--- config.mk ---
export PLATFORM = sky130hd
export DESIGN_NAME = logic_result_stage_flat
export DESIGN_NICKNAME = d
export VERILOG_FILES = /design/src/rtl/logic_result_stage_if.sv /design/src/rtl/logic_result_stage.sv /design/src/flat_wrapper.sv
export SDC_FILE = /design/constraint.sdc
export NUM_CORES = 1
export LEC_CHECK = 0
export ABC_AREA = 1
export BUFFER_PORTS_ARGS = -buffer_cell sky130_fd_sc_hd__buf_2
export CORE_ASPECT_RATIO = 1.25
export CORE_MARGIN = 1.5
export CORE_UTILIZATION = 50
export DETAILED_ROUTE_END_ITERATION = 10
export GPL_ROUTABILITY_DRIVEN = 0
export PLACE_DENSITY = 0.88
export SLEW_MARGIN = 20
export SYNTH_ARGS = -nofsm -noshare
export SYNTH_HDL_FRONTEND = slang
export SYNTH_SLANG_ARGS = --single-unit
--- constraint.sdc ---
create_clock -name clk -period 3 [get_ports clk]
set_input_delay 0.9 -clock clk [delete_from_list [all_inputs] [get_ports clk]]
set_output_delay 0.9 -clock clk [all_outputs]
set_load 0.02 [all_outputs]
--- src/rtl/logic_result_stage_if.sv ---
// Handshake and data bundle between the logic unit, the result stage and its consumer.
// The slave modport is the result stage; the master modport is the surrounding logic.
interface logic_result_stage_if #(
  parameter int WIDTH = 32
);
  logic [WIDTH-1:0] or_;
  logic [WIDTH-1:0] and_;
  logic [WIDTH-1:0] xor_;
  logic [WIDTH-1:0] not_;
  logic [1:0]       switch;
  logic             in_valid;
  logic             in_ready;
  logic [WIDTH-1:0] out;
  logic             zero;
  logic             neg;
  logic [1:0]       op_out;
  logic             out_valid;
  logic             out_ready;

  modport slave (
    input  or_, and_, xor_, not_, switch, in_valid, out_ready,
    output in_ready, out, zero, neg, op_out, out_valid
  );

  modport master (
    output or_, and_, xor_, not_, switch, in_valid, out_ready,
    input  in_ready, out, zero, neg, op_out, out_valid
  );
endinterface

--- src/rtl/logic_result_stage.sv ---
// Result select plus 2-entry output FIFO for the logic unit, with zero/neg flags
// and a wrapping count of results handed to the consumer.
module logic_result_stage #(
  parameter int WIDTH = 32,
  parameter int CNT_W = 16
) (
  input  logic                clk,
  input  logic                rst_n,
  logic_result_stage_if.slave bus,
  output logic [CNT_W-1:0]    done_cnt
);

  logic [WIDTH-1:0] res_q  [2];
  logic             zero_q [2];
  logic             neg_q  [2];
  logic [1:0]       op_q   [2];

  logic             wr_ptr_q, wr_ptr_d;
  logic             rd_ptr_q, rd_ptr_d;
  logic [1:0]       occ_q, occ_d;
  logic [CNT_W-1:0] cnt_q, cnt_d;

  logic [WIDTH-1:0] sel_res;
  logic             sel_zero;
  logic             sel_neg;
  logic             in_ready_w;
  logic             out_valid_w;
  logic             push;
  logic             pop;

  always_comb begin
    sel_res = '0;
    case (bus.switch)
      2'b00:   sel_res = bus.or_;
      2'b01:   sel_res = bus.and_;
      2'b10:   sel_res = bus.xor_;
      default: sel_res = bus.not_;
    endcase
    sel_zero = (sel_res == '0);
    sel_neg  = sel_res[WIDTH-1];
  end

  // in_ready comes only from registered occupancy, never from out_ready
  assign in_ready_w  = (occ_q < 2'd2);
  assign out_valid_w = (occ_q != 2'd0);
  assign push        = bus.in_valid & in_ready_w;
  assign pop         = out_valid_w & bus.out_ready;

  always_comb begin
    wr_ptr_d = wr_ptr_q;
    rd_ptr_d = rd_ptr_q;
    occ_d    = occ_q;
    cnt_d    = cnt_q;
    if (push) begin
      wr_ptr_d = ~wr_ptr_q;
    end
    if (pop) begin
      rd_ptr_d = ~rd_ptr_q;
      cnt_d    = cnt_q + CNT_W'(1);
    end
    case ({push, pop})
      2'b10:   occ_d = occ_q + 2'd1;
      2'b01:   occ_d = occ_q - 2'd1;
      default: occ_d = occ_q;
    endcase
  end

  always_ff @(posedge clk) begin
    if (!rst_n) begin
      wr_ptr_q <= 1'b0;
      rd_ptr_q <= 1'b0;
      occ_q    <= 2'd0;
      cnt_q    <= '0;
      for (int i = 0; i < 2; i++) begin
        res_q[i]  <= '0;
        zero_q[i] <= 1'b0;
        neg_q[i]  <= 1'b0;
        op_q[i]   <= 2'b00;
      end
    end else begin
      wr_ptr_q <= wr_ptr_d;
      rd_ptr_q <= rd_ptr_d;
      occ_q    <= occ_d;
      cnt_q    <= cnt_d;
      if (push) begin
        res_q[wr_ptr_q]  <= sel_res;
        zero_q[wr_ptr_q] <= sel_zero;
        neg_q[wr_ptr_q]  <= sel_neg;
        op_q[wr_ptr_q]   <= bus.switch;
      end
    end
  end

  // Head fields are forced to zero whenever nothing is buffered
  assign bus.in_ready  = in_ready_w;
  assign bus.out_valid = out_valid_w;
  assign bus.out       = out_valid_w ? res_q[rd_ptr_q]  : '0;
  assign bus.zero      = out_valid_w ? zero_q[rd_ptr_q] : 1'b0;
  assign bus.neg       = out_valid_w ? neg_q[rd_ptr_q]  : 1'b0;
  assign bus.op_out    = out_valid_w ? op_q[rd_ptr_q]   : 2'b00;
  assign done_cnt      = cnt_q;

endmodule
--- src/flat_wrapper.sv ---
// flat-port wrapper written by rule: the top's interface ports become plain ports
module logic_result_stage_flat 
#(
  parameter int WIDTH = 32,
  parameter int CNT_W = 16
)
  (clk, rst_n, done_cnt, bus_or_, bus_and_, bus_xor_, bus_not_, bus_switch, bus_in_valid, bus_out_ready, bus_in_ready, bus_out, bus_zero, bus_neg, bus_op_out, bus_out_valid);
  logic_result_stage_if #(.WIDTH(WIDTH)) bus_i ();
  input  logic clk;
  input  logic rst_n;
  output logic [CNT_W-1:0] done_cnt;
  input wire logic [$bits(bus_i.or_)-1:0] bus_or_;
  input wire logic [$bits(bus_i.and_)-1:0] bus_and_;
  input wire logic [$bits(bus_i.xor_)-1:0] bus_xor_;
  input wire logic [$bits(bus_i.not_)-1:0] bus_not_;
  input wire logic [$bits(bus_i.switch)-1:0] bus_switch;
  input wire logic [$bits(bus_i.in_valid)-1:0] bus_in_valid;
  input wire logic [$bits(bus_i.out_ready)-1:0] bus_out_ready;
  output wire logic [$bits(bus_i.in_ready)-1:0] bus_in_ready;
  output wire logic [$bits(bus_i.out)-1:0] bus_out;
  output wire logic [$bits(bus_i.zero)-1:0] bus_zero;
  output wire logic [$bits(bus_i.neg)-1:0] bus_neg;
  output wire logic [$bits(bus_i.op_out)-1:0] bus_op_out;
  output wire logic [$bits(bus_i.out_valid)-1:0] bus_out_valid;
  assign bus_i.or_ = bus_or_;
  assign bus_i.and_ = bus_and_;
  assign bus_i.xor_ = bus_xor_;
  assign bus_i.not_ = bus_not_;
  assign bus_i.switch = bus_switch;
  assign bus_i.in_valid = bus_in_valid;
  assign bus_i.out_ready = bus_out_ready;
  assign bus_in_ready = bus_i.in_ready;
  assign bus_out = bus_i.out;
  assign bus_zero = bus_i.zero;
  assign bus_neg = bus_i.neg;
  assign bus_op_out = bus_i.op_out;
  assign bus_out_valid = bus_i.out_valid;
  logic_result_stage #(.WIDTH(WIDTH), .CNT_W(CNT_W)) u_core (.clk(clk), .rst_n(rst_n), .bus(bus_i), .done_cnt(done_cnt));
endmodule
==> results of run 1 <==
registers in the layout, summed over array words and instances, names as in the netlist, named ones only:
name,flops
u_core.done_cnt,16
u_core.neg_q,2
u_core.occ_q,2
u_core.op_q,4
u_core.rd_ptr_q,1
u_core.res_q,64
u_core.wr_ptr_q,1
u_core.zero_q,2
layout make-up:
type                    count  area, um2  share of cell area
multi-input cells         504       2240               0.349
clock inverters             7       65.1              0.0101
diodes                      1       2.50            0.000389
flip-flops and latches     93       2540               0.395
inverters                  29        113              0.0175
well taps                 129        161              0.0251
repair buffers            204       1080               0.167
clock buffers               9        225              0.0350
worst max-delay path: stages, from the launching register on:
cell        delay (ns)
dfxtp_1           0.39
clkinvlp_4        0.43
buf_4             0.32
nand2_1           0.06
a21oi_1           0.06
buf_2             0.18
where the power goes:
group	total (mW)	switching (mW)	leakage, nW	internal, mW
Sequential	1.61	0.0616	0.914	1.54
Clock	1.11	0.468	0.143	0.641
Combinational	1.31	0.887	1.86	0.423
Total	4.02	1.42	2.92	2.61
path summary, 6_finish.rpt:
kind	to	slack (ns)	cells past startpoint
hold / removal	u_core.rd_ptr_q	0.46	1
setup reg to reg	u_core.done_cnt[13]	0.95	10
hold reg to reg	u_core.rd_ptr_q	0.46	1
setup / recovery	bus_out[1]	0.32	5
cell usage after synthesis, drive strengths merged:
| cell type | instances |
|---|---|
| dfxtp | 25 |
| or2 | 27 |
| nand2 | 202 |
| xor2 | 2 |
| buf | 21 |
| a31o | 1 |
| edfxtp | 68 |
| nand3 | 59 |
| clkbuf | 17 |
| nor2 | 107 |
| ha | 2 |
| a21oi | 51 |
| inv | 28 |
| o21ba | 1 |
| nor3 | 4 |
| o21ai | 46 |
| clkinv | 1 |
| nand4 | 1 |
| o22ai | 1 |
through the flow:
stage	util	instances	worst slack, ns
after detailed placement	0.613	959	0.393
after global placement	0.613	959	0.429
after CTS	0.642	975	0.0457
final	0.643	976	0.322
after global routing	0.642	975	0.200
after floorplan	-	664	0.256
metal layers:
layer	GRT usage	vias to the layer above	part of all wire
li1	-	2534	-
met1	0.354	2347	0.39
met2	0.480	280	0.49
met3	0.0466	33	0.088
met4	0.103	2	0.025
met5	0	-	0.00067
logic make-up after synthesis:
family | synth area share
flops | 0.499
buf+inv | 0.0609
compound gates | 0.100
fa+ha+maj | 0.00491
simple gates | 0.332
xor+xnor | 0.00344
==> impl_summary.txt, run 1 <==
----------------------------------------------------
[Timing]
  Slew at the pin closest to its max-slew limit ... 0.682 ns
  Post-route setup TNS ... 0 ns
  Final setup violation count ... 0
  RSZ-0062 raised after global routing ... false
  F_max ... 0.373 GHz
  Number of max-slew violations in the final report ... 0
  Share of the clock period used by the worst path ... 0.893
  Relative max-transition margin ... 0.544
  Final number of hold-violating endpoints ... 0
  Final Hold Slack ... 0.463 ns
  Clock skew ... 0.00559 ns
  Period minus WS final ... 2.68 ns

[Worst hold path]
  Min-delay src ... u_core.rd_ptr_q
  Type of the most critical hold path ... register to register

[Drt]
  Number of iterations in the first detailed-routing pass ... 5
  Number of antenna-violating nets in the routed design ... 0
  Number of DRC violations after detailed routing ... 0
  Vias per cell ... 5.32
  Initial drt markers ... 389
  Final WL ... 15000 um
  Drt wl/cell ... 15.4 um
  Vias after detailed routing ... 5196

[Final layout]
  Fraction of layout cells with a size suffix above 1 ... 0.283
  # nets final ... 977
  Fillcell total ... 846
  Design Area, Final ... 6430 um2
  Top library cells by usage in the layout, fill and taps aside ... nand2_1, buf_2, nor2_1
  Commonest non-fill, non-tap cell in the layout ... nand2_1
  Area delta synth->final ... 26.1%

[Floorplan]
  Die width ... 93.3 um
  Floorplan core area ... 10000 um2
  Die area ... 10800 um2
  Row count ... 41
  Height of the chip ... 116 um
  Number of top-level pins ... 188
  Starting Density ... 0.509

[Critical path]
  Critical path endpoint category ... primary output
  Top fanout value on the critical path ... 27
  WP data arrival ... 1.78 ns
  Crit Reg-Reg Startpoint ... u_core.occ_q[0]
  Req. time, crit path ... 2.10 ns
  CP startpoint kind ... register
  Type of the worst setup path ... register to primary output

[Global route]
  Initial antenna violation count ... 1
  GRT Residual Overflow ... 0
  Wire length of the first global-routing pass ... 22900 um
  Overall routing resource usage ... 0.280
  Maximum number of pins on one net before global-route repair ... 39
  Number of global-route vias before repair ... 4733

[Place]
  Number of input and output port buffers inserted ... 187
  HPWL reported at the end of detailed placement ... 11400 um
  Post-Place Cell Area ... 6130 um2

[Pwr]
  Total power consumption of the routed design ... 4.02 mW
  Power per cell area ... 626 nW/um2
  Worst voltage drop across the vdd grid ... 319 uV
  Static Leakage ... 2.92 nW

[Clock network]
  Worst-path clk slew ... 0.06 ns
  Total clock buffers created by CTS ... 9
  Hold-fix buffer count after cts ... 0
  Post-CTS repair timing setup buffer count ... 0
  Deepest clock path buffer count ... 2
  Clock Sink Count ... 93
  CTS tree ... yes
  Post-cts repair resize count ... 0
  Clock latency at the later pin of the worst-skew pair ... 0.34 ns
  Clock tree root buffer cell ... clkbuf_16
  # H-tree levels ... 3

[Logic synthesis]
  Average footprint of a synthesized cell ... 7.67 um2
  Synthesis Warnings ... 0
  Yosys top cell area share ... 0.401
  Leading cell types by total area after synthesis ... edfxtp_1, nand2_1, dfxtp_1
  Number of instances in the synthesized netlist ... 664
  Number of distinct library cells after synthesis ... 32
  Net count of the mapped netlist ... 800
  Netlist area before placement ... 5100 um2
  Sequential area share after synthesis ... 0.499
  #FFs+latches synth ... 93
  Leading area contributor after synthesis ... edfxtp_1

[Flow run]
  Number of max-capacitance violations reported ... 0

[Outcome]
  Outcome ... finished clean

----------------------------------------------------
Note: power is estimated with default switching activity, not from simulation.
==> run 2, diff against run 1 <==
--- a/config.mk
+++ b/config.mk
@@ -7,12 +7,13 @@
 export LEC_CHECK = 0
 export ABC_AREA = 1
 export BUFFER_PORTS_ARGS = -buffer_cell sky130_fd_sc_hd__buf_2
+export CELL_PAD_IN_SITES_DETAIL_PLACEMENT = 2
+export CELL_PAD_IN_SITES_GLOBAL_PLACEMENT = 2
 export CORE_ASPECT_RATIO = 1.25
-export CORE_MARGIN = 1.5
-export CORE_UTILIZATION = 50
+export CORE_UTILIZATION = 27
 export DETAILED_ROUTE_END_ITERATION = 10
 export GPL_ROUTABILITY_DRIVEN = 0
-export PLACE_DENSITY = 0.88
+export PLACE_DENSITY = 0.87
 export SLEW_MARGIN = 20
 export SYNTH_ARGS = -nofsm -noshare
 export SYNTH_HDL_FRONTEND = slang
==> run 2 against run 1 <==
The flow now finishes with violations (design-rule violations). Critical path depth unchanged. Via count increased by 0.31%. Sequential share of layout area down 0.78 points. Register-to-register slack better by 0.19 ns. Worst setup slack got worse by 0.098 ns. Sequential power is essentially flat. Total power increased by 1.7%. Die area rose by 80%. Critical path type unchanged.
==> impl_summary.txt, run 2 (same netlist as run 1, synthesis figures left out) <==
----------------------------------------------------
[Place]
  HPWL reported at the end of detailed placement ... 15600 um (+36%)
  Setup Slack @ Placement ... 0.271 ns (-0.122 ns)
  Number of input and output port buffers inserted ... 187 (unchanged)

[Floorplan]
  Number of top-level pins ... 188 (unchanged)
  Floorplan core area ... 18300 um2 (+83%)
  Die area ... 19400 um2 (+80%)
  Height of the chip ... 156 um (+34%)
  Die width ... 125 um (+34%)
  Row count ... 55 (+34%)
  Starting Density ... 0.278 (-0.231)

[Critical path]
  Largest stage delay on the critical path ... 0.44 ns (about the same)
  Type of the worst setup path ... register to primary output
  Req. time, crit path ... 2.10 ns (about the same)
  WP data arrival ... 1.88 ns (+0.10 ns)
  CP startpoint kind ... register
  Worst-path cell chain ... clkinv_1 -> buf_4 -> nand2_1 -> a21oi_1 -> buf_2
  Combined buffer and inverter count along the critical path ... 3 (unchanged)
  Slowest cell on the critical path ... clkinv_1
  Family of cells with the greatest summed delay on the critical path ... buffers and inverters
  Top fanout value on the critical path ... 15 (-44%)
  Critical path endpoint category ... primary output

[Final layout]
  Register bank with the most flops ... u_core.res_q
  # nets final ... 979 (+0.20%)
  Top library cells by usage in the layout, fill and taps aside ... nand2_1, buf_2, nor2_1
  Fraction of layout cells with a size suffix above 1 ... 0.284 (+0.00169)
  Max reg flops ... 64 (unchanged)
  Area delta synth->final ... 28.7%
  Number of antenna cells inserted ... 0 (-1)
  Commonest non-fill, non-tap cell in the layout ... nand2_1

[Timing]
  Relative max-transition margin ... 0.448 (-0.0960)
  Final number of hold-violating endpoints ... 0 (unchanged)
  Final setup violation count ... 0 (unchanged)
  Clock skew ... 0.00919 ns (+0.00359 ns)
  Final worst slack ... 0.224 ns (-0.0982 ns)
  Number of max-slew violations in the final report ... 0 (unchanged)
  Share of the clock period used by the worst path ... 0.925 (+0.0327)
  Period minus WS final ... 2.78 ns (+0.0982 ns)
  RSZ-0062 raised after global routing ... false
  Post-route setup TNS ... 0 ns (unchanged)
  Slew at the pin closest to its max-slew limit ... 0.824 ns (+0.143 ns)
  F_max ... 0.360 GHz (-3.5%)

[Clock network]
  Clock latency at the later pin of the worst-skew pair ... 0.35 ns (about the same)
  Total clock buffers created by CTS ... 9 (unchanged)
  CTS tree ... yes
  Clock tree root buffer cell ... clkbuf_16
  Clock Sink Count ... 93 (unchanged)
  Worst-path clk slew ... 0.07 ns (about the same)
  Deepest clock path buffer count ... 2 (unchanged)
  Hold-fix buffer count after cts ... 0 (unchanged)
  Post-cts repair resize count ... 0 (unchanged)
  Post-CTS repair timing setup buffer count ... 0 (unchanged)
  # H-tree levels ... 3 (unchanged)

[Outcome]
  Outcome ... complete, but fails checks
  Failing checks ... design-rule violations

[Drt]
  Initial drt markers ... 218 (-44%)
  Number of antenna-violating nets in the routed design ... 0 (unchanged)
  Number of iterations in the first detailed-routing pass ... 7 (+2)
  Drt wl/cell ... 18.3 um (+19%)
  Vias after detailed routing ... 5212 (+0.31%)
  Number of DRC violations after detailed routing ... 16 (+16)
  Vias per cell ... 4.84 (-9.0%)
  Final WL ... 19700 um (+31%)

[Global route]
  Number of global-route vias before repair ... 5564 (+18%)
  GRT Residual Overflow ... 0 (unchanged)
  Overall routing resource usage ... 0.204 (-0.0758)
  Maximum number of pins on one net before global-route repair ... 39 (unchanged)
  Wire length of the first global-routing pass ... 30600 um (+33%)
  Initial antenna violation count ... 0 (-1)

[Flow run]
  Number of max-capacitance violations reported ... 0 (unchanged)

[Pwr]
  Static Leakage ... 2.92 nW (+0.26%)
  Worst voltage drop across the vdd grid ... 276 uV (-13%)
  Total power consumption of the routed design ... 4.09 mW (+1.7%)
  Power per cell area ... 624 nW/um2 (-0.31%)

[Worst hold path]
  Type of the most critical hold path ... register to register

----------------------------------------------------
==> run 2: worst paths after layout <==
path                       start                  end  cells past startpoint  slack [ns]
max                     register          bus_out[11]                      5        0.22
min          u_core.done_cnt[15]  u_core.done_cnt[15]                      2        0.47
max reg2reg      u_core.occ_q[0]  u_core.done_cnt[13]                     10        1.14
min reg2reg  u_core.done_cnt[15]  u_core.done_cnt[15]                      2        0.47
==> run 2: area by class of cell <==
| type | instances | area [um2] |
|---|---|---|
| Fill cell | 2179 | 11700 |
| Sequential cell | 93 | 2540 |
| Multi-Input combinational cell | 504 | 2240 |
| Timing Repair Buffer | 206 | 1090 |
| Tap cell | 228 | 285 |
| Clock buffer | 9 | 225 |
| Inverter | 29 | 109 |
| Clock inverter | 7 | 61.3 |
==> run 2: routing by layer <==
layer,GRT usage,share of wire
met1,0.243,0.41
met3,0.0381,0.056
met5,0,0
met2,0.372,0.52
met4,0.0616,0.021
==> run 2: per-stage QoR <==
step                area (um2)  std cells  utilization  hold slack, ns
global placement          6270       1060        0.343           0.435
finish                    6560       1076        0.358           0.473
global route              6560       1076        0.358           0.492
CTS                       6560       1076        0.358           0.468
floorplan                 5100        664            -           0.426
detailed placement        6270       1060        0.343           0.455
==> run 2: where the power goes <==
part | internal [mW] | total, mW | switching (mW)
clock network | 0.582 | 1.12 | 0.538
registers | 1.54 | 1.61 | 0.0634
logic | 0.404 | 1.37 | 0.962
total | 2.53 | 4.09 | 1.56
==> run 2: worst min-delay path, delay by kind of cell (launching register included) <==
| family | cells | cell delay, ns |
|---|---|---|
| DFF | 1 | 0.31 |
| AOI/OAI and AO/OA | 1 | 0.06 |
| buffers and inverters | 1 | 0.06 |
==> run 3, diff against run 2 <==
--- a/config.mk
+++ b/config.mk
@@ -7,10 +7,11 @@
 export LEC_CHECK = 0
 export ABC_AREA = 1
 export BUFFER_PORTS_ARGS = -buffer_cell sky130_fd_sc_hd__buf_2
-export CELL_PAD_IN_SITES_DETAIL_PLACEMENT = 2
-export CELL_PAD_IN_SITES_GLOBAL_PLACEMENT = 2
+export CELL_PAD_IN_SITES_DETAIL_PLACEMENT = 1
+export CELL_PAD_IN_SITES_GLOBAL_PLACEMENT = 1
 export CORE_ASPECT_RATIO = 1.25
-export CORE_UTILIZATION = 27
+export CORE_UTILIZATION = 35
+export CTS_CLUSTER_SIZE = 24
 export DETAILED_ROUTE_END_ITERATION = 10
 export GPL_ROUTABILITY_DRIVEN = 0
 export PLACE_DENSITY = 0.87
==> run 3 against run 2 <==
The run now ends clean. Routed wire length fell by 12%. Combinational power barely moved. Critical endpoint is now bus_out[10]. Maximum frequency rose by 3.4%. Critical path type unchanged.
==> impl_summary.txt, run 3 (same netlist as run 1, synthesis figures left out) <==
----------------------------------------------------
[Outcome]
  Outcome ... finished clean

[Timing]
  Post-route setup TNS ... 0 ns (unchanged)
  Final worst slack ... 0.315 ns (+0.0905 ns)
  Number of max-slew violations in the final report ... 0 (unchanged)
  RSZ-0062 raised after global routing ... false
  Slew at the pin closest to its max-slew limit ... 0.798 ns (-0.0265 ns)
  Period minus WS final ... 2.69 ns (-0.0905 ns)
  Relative max-transition margin ... 0.466 (+0.0177)
  Clock skew ... 0.00439 ns (-0.00479 ns)
  F_max ... 0.372 GHz (+3.4%)
  Share of the clock period used by the worst path ... 0.895 (-0.0302)
  Final number of hold-violating endpoints ... 0 (unchanged)
  Final setup violation count ... 0 (unchanged)

[Critical path]
  Type of the worst setup path ... register to primary output
  Critical path endpoint category ... primary output
  Number of cells on the worst reg-to-reg path ... 10 (unchanged)
  Req. time, crit path ... 2.10 ns (about the same)
  Crit Reg-Reg Startpoint ... u_core.occ_q[0]
  CP startpoint kind ... register
  WP data arrival ... 1.79 ns (-0.09 ns)
  Internal reg-to-reg setup slack ... 1.07 ns (-0.07 ns)
  Crit Reg-Reg Endpoint ... u_core.done_cnt[13]
  Top fanout value on the critical path ... 13 (-2)

[Pwr]
  Internal cell power ... 2.70 mW (+6.6%)
  Worst voltage drop across the vdd grid ... 379 uV (+37%)
  NetSw ... 1.49 mW (-4.8%)
  Switching fraction of total power ... 0.356 (-0.0264)
  Sequential Power Share ... 0.383 (-0.010)
  Gate power share ... 0.324 (-0.010)
  Fraction of power consumed by the clock network ... 0.293 (+0.019)
  Power per cell area ... 640 nW/um2 (+2.5%)
  Static Leakage ... 2.94 nW (+0.49%)

[Drt]
  Number of iterations in the first detailed-routing pass ... 4 (-3)
  Vias after detailed routing ... 5214 (+0.038%)
  Drt wl/cell ... 17.0 um (-6.9%)
  Number of antenna-violating nets in the routed design ... 0 (unchanged)
  Vias per cell ... 5.10 (+5.3%)
  Final WL ... 17400 um (-12%)
  Initial drt markers ... 226 (+3.7%)
  Number of DRC violations after detailed routing ... 0 (-16)

[Final layout]
  Fin cells ... 1022 (-5.0%)
  Max reg flops ... 64 (unchanged)
  # nets final ... 977 (-0.20%)
  Commonest non-fill, non-tap cell in the layout ... nand2_1
  FF+latch area ... 2540 um2 (unchanged)
  Fraction of layout cells with a size suffix above 1 ... 0.282 (-0.00254)
  Top library cells by usage in the layout, fill and taps aside ... nand2_1, buf_2, nor2_1
  Fillcell total ... 1822 (-16%)
  Register bank with the most flops ... u_core.res_q
  Area of combinational cells with multiple inputs ... 2240 um2 (unchanged)
  Area delta synth->final ... 28.3%

[Global route]
  GRT Residual Overflow ... 0 (unchanged)
  Wire length of the first global-routing pass ... 26500 um (-13%)
  Number of global-route vias before repair ... 5221 (-6.2%)
  Global Route met2 Usage ... 0.413 (+0.0406)
  Met3 Track Usage GR ... 0.0433 (+0.00527)
  Initial antenna violation count ... 1 (+1)
  Layer with the highest usage ... met2
  Global-route met1 utilization ... 0.283 (+0.0406)
  Overall routing resource usage ... 0.237 (+0.0328)
  Maximum number of pins on one net before global-route repair ... 38 (-2.6%)

[Floorplan]
  Die width ... 110 um (-12%)
  Height of the chip ... 137 um (-12%)
  Row count ... 48 (-13%)
  Die area ... 15000 um2 (-23%)
  Starting Density ... 0.364 (+0.0858)
  Floorplan core area ... 14000 um2 (-24%)
  Number of top-level pins ... 188 (unchanged)

[Worst hold path]
  Min-delay src ... u_core.rd_ptr_q
  End point of the most critical hold path ... u_core.rd_ptr_q
  Type of the most critical hold path ... register to register
  Worst hold path stage count ... 1 (-1)

[Clock network]
  CTS tree ... yes
  Post-cts repair resize count ... 0 (unchanged)
  Clock tree root buffer cell ... clkbuf_16
  # H-tree levels ... 3 (unchanged)
  Clock Sink Count ... 93 (unchanged)
  Clock latency at the later pin of the worst-skew pair ... 0.34 ns (about the same)
  Post-CTS repair timing setup buffer count ... 0 (unchanged)
  Worst-path clk slew ... 0.07 ns (about the same)
  Hold-fix buffer count after cts ... 0 (unchanged)
  Total clock buffers created by CTS ... 9 (unchanged)
  Deepest clock path buffer count ... 2 (unchanged)

[Place]
  Cell total after placement ... 1005 (-5.2%)
  Setup Slack @ Placement ... 0.397 ns (+0.126 ns)
  Number of input and output port buffers inserted ... 187 (unchanged)
  HPWL reported at the end of detailed placement ... 13300 um (-15%)

[Flow run]
  Number of max-capacitance violations reported ... 0 (unchanged)

----------------------------------------------------
==> run 3: cell type report <==
class | count | area share
clock inverter | 6 | 0.0145
multi-input combinational | 504 | 0.343
sequential | 93 | 0.389
timing repair buffer | 204 | 0.168
inverter | 29 | 0.0166
clock buffer | 9 | 0.0344
tap | 175 | 0.0335
antenna | 2 | 0.000765
==> run 3: metal layers <==
layer  share of wire  vias to the layer above
met2            0.50                      199
met5               0                        -
li1                -                     2535
met1            0.40                     2450
met3           0.072                       30
met4           0.028                        0
==> run 3: worst max path at each step <==
stage                        startpoint                 to  depth (start not counted)
after global routing           register        bus_out[10]                          5
after floorplan                   rst_n  u_core.op_q[0][0]                          5
after CTS                      register        bus_out[10]                          5
after global placement    bus_switch[1]   u_core.zero_q[1]                         12
final                          register        bus_out[10]                          5
after detailed placement  bus_switch[1]   u_core.zero_q[0]                         12
==> run 3: stage by stage <==
stage,area [um2],hold slack [ns],utilization,power [mW]
final,6540,0.462,0.467,4.18
after CTS,6540,0.459,0.467,4.22
after detailed placement,6210,0.449,0.444,2.99
after global placement,6210,0.438,0.444,2.95
after global routing,6540,0.508,0.467,4.37
after floorplan,5100,0.426,-,2.42
==> run 3: critical path, stage by stage (launching register included) <==
cell      delay, ns
dfxtp_1        0.34
clkinv_1       0.35
buf_4          0.34
nand2_1        0.10
a21oi_1        0.12
buf_2          0.19
==> run 3: power groups by stage <==
stage / Sequential [mW] / Combinational, mW / Clock [mW]
4_1_cts: 1.60 / 1.37 / 1.24
2_1_floorplan: 1.63 / 0.799 / 0
5_1_grt: 1.62 / 1.48 / 1.27
6_report: 1.60 / 1.35 / 1.23
3_3_place_gp: 1.62 / 1.33 / 0
3_5_place_dp: 1.63 / 1.36 / 0
